$ cat src/rtl/unpack_i64.sv
// Signed LEB128 decoder for one WebAssembly i64 immediate: 10-byte window in,
// sign-extended 64-bit value, byte length and unterminated flag out, 1-cycle latency.
module unpack_i64 (
  input  logic               clk,
  input  logic               rst_n,
  input  logic               in_valid,
  input  logic [7:0]         i0,
  input  logic [7:0]         i1,
  input  logic [7:0]         i2,
  input  logic [7:0]         i3,
  input  logic [7:0]         i4,
  input  logic [7:0]         i5,
  input  logic [7:0]         i6,
  input  logic [7:0]         i7,
  input  logic [7:0]         i8,
  input  logic [7:0]         i9,
  output logic               out_valid,
  output logic signed [63:0] o,
  output logic [3:0]         len,
  output logic               err
);

  logic [7:0]         w_byte [10];
  logic [9:0]         w_cont;
  logic signed [63:0] w_raw;
  logic signed [63:0] w_val;
  logic [3:0]         w_len;
  logic               w_err;
  logic               w_unused;

  logic               r_vld_p1;
  logic signed [63:0] r_val_p1;
  logic [3:0]         r_len_p1;
  logic               r_err_p1;

  // Keep a payload of n valid bits and replicate its top bit (sign) above it.
  function automatic logic signed [63:0] sign_fill(input logic signed [63:0] raw,
                                                   input logic              sgn,
                                                   input logic [6:0]        n);
    logic [63:0] mask;
    mask = ~(64'hFFFF_FFFF_FFFF_FFFF << n);
    if (n >= 7'd64)
      return raw;
    else if (sgn)
      return raw | signed'(~mask);
    else
      return raw & signed'(mask);
  endfunction

  assign w_byte = '{i0, i1, i2, i3, i4, i5, i6, i7, i8, i9};

  // i9 contributes only its lowest payload bit (bit 63) and its continuation bit.
  assign w_raw    = {i9[0], i8[6:0], i7[6:0], i6[6:0], i5[6:0],
                     i4[6:0], i3[6:0], i2[6:0], i1[6:0], i0[6:0]};
  assign w_unused = &{1'b0, i9[6:1]};

  always_comb begin
    for (int k = 0; k < 10; k++) w_cont[k] = w_byte[k][7];
  end

  // First-zero priority: scanning high to low lets the lowest terminator win.
  always_comb begin
    w_len = 4'd0;
    w_err = 1'b1;
    w_val = w_raw;
    for (int k = 9; k >= 0; k--) begin
      if (!w_cont[k]) begin
        w_len = 4'(k + 1);
        w_err = 1'b0;
        w_val = sign_fill(w_raw, w_byte[k][6], 7'(7 * (k + 1)));
      end
    end
  end

  // Stage p1: registered decode result
  always_ff @(posedge clk or negedge rst_n) begin
    if (!rst_n) begin
      r_vld_p1 <= 1'b0;
      r_val_p1 <= '0;
      r_len_p1 <= '0;
      r_err_p1 <= 1'b0;
    end else begin
      r_vld_p1 <= in_valid;
      if (in_valid) begin
        r_val_p1 <= w_val;
        r_len_p1 <= w_len;
        r_err_p1 <= w_err;
      end
    end
  end

  assign out_valid = r_vld_p1;
  assign o         = r_val_p1;
  assign len       = r_len_p1;
  assign err       = r_err_p1;

endmodule

$ cat config.mk
export PLATFORM = sky130hd
export DESIGN_NAME = unpack_i64
export DESIGN_NICKNAME = d
export VERILOG_FILES = /design/src/rtl/unpack_i64.sv
export SDC_FILE = /design/constraint.sdc
export NUM_CORES = 1
export LEC_CHECK = 0
export CAP_MARGIN = 20
export CORE_MARGIN = 1.5
export CORE_UTILIZATION = 37
export CTS_CLUSTER_DIAMETER = 60
export DETAILED_ROUTE_END_ITERATION = 6
export PLACE_DENSITY = 0.74
export SLEW_MARGIN = 20
export SYNTH_ARGS = -nofsm -noshare
export SYNTH_HDL_FRONTEND = slang
export SYNTH_SLANG_ARGS = --single-unit
$ cat constraint.sdc
create_clock -name clk -period 1.2 [get_ports clk]
set_input_delay 0.18 -clock clk [delete_from_list [all_inputs] [get_ports clk]]
set_output_delay 0.18 -clock clk [all_outputs]
set_load 0.005 [all_outputs]
==> impl_metrics.json <==
{
  "hpwl_mm": 6.731,
  "yosysTopAreaCell": "dfrtp_1",
  "cts_made_buffers": 9,
  "path_buf_inv": 1,
  "overflow": 0,
  "cp_cell_sequence": "dlygate4sd2_1",
  "synthToLayoutAreaGrowth_pct": 71.51,
  "port_buffers": 146,
  "syn_nets": 394,
  "yosysMostFrequentCell": "dfrtp_1",
  "min_period_over_period_pct": 97.67,
  "io_pins": 153,
  "max_stage_delay_ps": 380,
  "drt-initial-drc-count": 129,
  "worst-path-max-fanout": 2,
  "cts_buffer_depth": 2,
  "dr.pass1.iters": 4,
  "tightest_slew_ps": 499.0,
  "finalMaxSlewViolations": 0,
  "hold_path_class": "in2reg",
  "fp.dieW_um": 94.93,
  "cp.required_ps": 1020,
  "synth-seq-cells": 70,
  "relSlewSlack_pct": 66.66,
  "rows": 33,
  "finClkSkew_ps": 0,
  "finalHoldViolCount": 0,
  "synth_edf_count": 0,
  "power.leakage_nw": 2.511,
  "internal_power_mw": 4.609,
  "p_sw_mw": 1.609,
  "pwr-share-comb_pct": 24.8,
  "synth_flop_cell": "dfrtp_1",
  "yosys_warnings": 0,
  "drive_gt1_share_pct": 20.27,
  "crit_slowest_cell": "dfrtp_1",
  "power_switching_share_pct": 25.87,
  "coreArea_um2": 8217,
  "yosysTopAreaCellShare_pct": 56.02,
  "cts_root_buffer": "clkbuf_8",
  "yosysUniqueCellTypes": 34,
  "cts_tree": "yes",
  "setup_ws_ps": 27.99,
  "netlist_top_cells_count": "70 x dfrtp_1, 51 x a21oi_1, 38 x nand2_1, 23 x inv_1, 21 x o221ai_1",
  "clkPwrFrac_pct": 30.3,
  "critPathCaptureType": "output port",
  "grt_max_degree": 71,
  "worstSetupPathType": "reg2out",
  "drc_errors": 0,
  "finalCriticalPeriod_ps": 1172,
  "start_util_pct": 38.05,
  "die_y_um": 94.93,
  "die_area_um2": 9011,
  "wire_per_inst_um": 15.50,
  "synth.avg_cell_area_um2": 10.05,
  "syn_area_um2": 3127,
  "irDropWorstVdd_mv": 0.6608,
  "cts.clk_slew.worst_paths_ps": 70,
  "pre_cts_ws_ps": -725.3,
  "synthArstFlopShare_pct": 100.0,
  "cp_top_family": "flip-flops",
  "drt-total-wl_mm": 9.582,
  "startpoint_type": "register",
  "cts_max_level": 3,
  "arrival_ps": 990,
  "power_density_nw_per_um2": 1159,
  "place_congestion": 0.7931,
  "grt_usage_pct": 21.80,
  "antenna_cells": 0,
  "maxCapViolCount": 0,
  "worstSkewPairLatency_ps": 330,
  "vias": 3150,
  "grt_pass1_vias": 3128,
  "yosysSeqAreaShare_pct": 56.02,
  "synth_area_leaders": "dfrtp_1 56%, a21oi_1 8.2%, o221ai_1 5.9%, nand2_1 4.6%, a22oi_1 3.4%",
  "max_freq_mhz": 853.2,
  "grt_first_pass_wirelength_mm": 15.05,
  "cts_sinks": 70,
  "antenna_found_initial": 0,
  "seq_power_share_pct": 44.9,
  "netlist_instances": 311,
  "status": "completed",
  "ant_nets": 0,
  "tns_ps": 0,
  "via_per_inst": 5.097,
  "finalSetupViolCount": 0,
  "nNetsFinal": 593
}
sequential cells by signal, indices dropped and copies added, names as in the netlist:
name,count
err,1
len,4
o,64
out_valid,1
power by group through the flow:
| stage | sequential, mW | clock [mW] | combinational (mW) |
|---|---|---|---|
| floorplan | 2.84 | 0 | 0.484 |
| global placement | 2.83 | 0 | 1.55 |
| detailed placement | 2.84 | 0 | 1.58 |
| CTS | 2.79 | 1.91 | 1.49 |
| global route | 2.82 | 2.02 | 1.69 |
| finish | 2.79 | 1.88 | 1.54 |
area by class of cell:
class	instances	area, µm²
timing repair buffer	213	1951
sequential	70	1752
fill	701	2854
inverter	23	86.33
clock buffer	13	158.9
clock inverter	1	30.03
multi-input combinational	193	1254
tap	105	131.4
final timing paths:
kind	startpoint	to	slack [ps]	cells after the start
setup / recovery	o[36]	o[36]	30	1
hold / removal	in_valid	o[16]	320	4
setup reg to reg	o[27]	o[27]	290	3
hold reg to reg	o[4]	o[4]	500	1
max in group asynchronous	rst_n	err	490	3
min in group asynchronous	rst_n	o[47]	370	3
cells in the final DEF (no fill, tap or decap), types with 2 or more instances in the layout:
cell type,Yosys,layout
a21oi_1,51,50
nor2_1,9,9
clkdlybuf4s50_1,0,60
o2bb2ai_1,9,9
nand2b_1,4,3
o21ai_0,6,6
clkdlybuf4s15_1,0,36
nand2_2,0,2
nand3_1,8,7
clkbuf_1,11,2
dfrtp_1,70,70
buf_12,0,3
dlygate4sd2_1,0,47
o221ai_2,0,2
mux2_2,8,8
buf_6,0,3
inv_1,23,23
nor2b_1,3,2
buf_4,1,61
o221ai_1,21,19
nand2_1,38,36
o21ai_1,3,3
clkbuf_8,0,11
nand3b_1,4,4
a22oi_1,14,14
stage by stage:
step	hold slack [ps]	instance area, µm²	cells	power [mW]	utilization (%)
4_1_cts	310.7	5266	609	6.190	64.09
6_report	322.5	5363	618	6.217	65.27
3_5_place_dp	221.9	4994	578	4.418	60.77
3_3_place_gp	218.3	4994	578	4.377	60.77
5_1_grt	341.2	5363	618	6.524	65.27
2_1_floorplan	-115.6	3199	311	3.326	-
kinds of logic (layout without fill, tap and decap cells):
kind of cell	after synthesis	count (layout)	share of synthesized area, %
and+or+nand+nor	71	71	10.88
AOI/OAI and AO/OA	114	114	24.05
muxes	8	8	2.881
DFF	70	70	56.02
buffers and inverters	48	250	6.162
layer usage:
| layer | GRT usage (%) | vias to the layer above | wire length (µm) |
|---|---|---|---|
| li1 | - | 1507 | - |
| met1 | 27.70 | 1525 | 4117 |
| met3 | 4.267 | 14 | 522 |
| met5 | 0 | - | 0 |
| met2 | 36.55 | 104 | 4799 |
| met4 | 8.209 | 0 | 142 |
timing repair:
action,in CTS,in global routing
pin swaps,6,2
hold buffers,1,0
setup endpoints to repair,129,49
hold endpoints to repair,70,0
setup buffers,15,10
cloned,1,0
gates resized for setup,101,33
No activity file was read; power rests on OpenSTA's default activity.
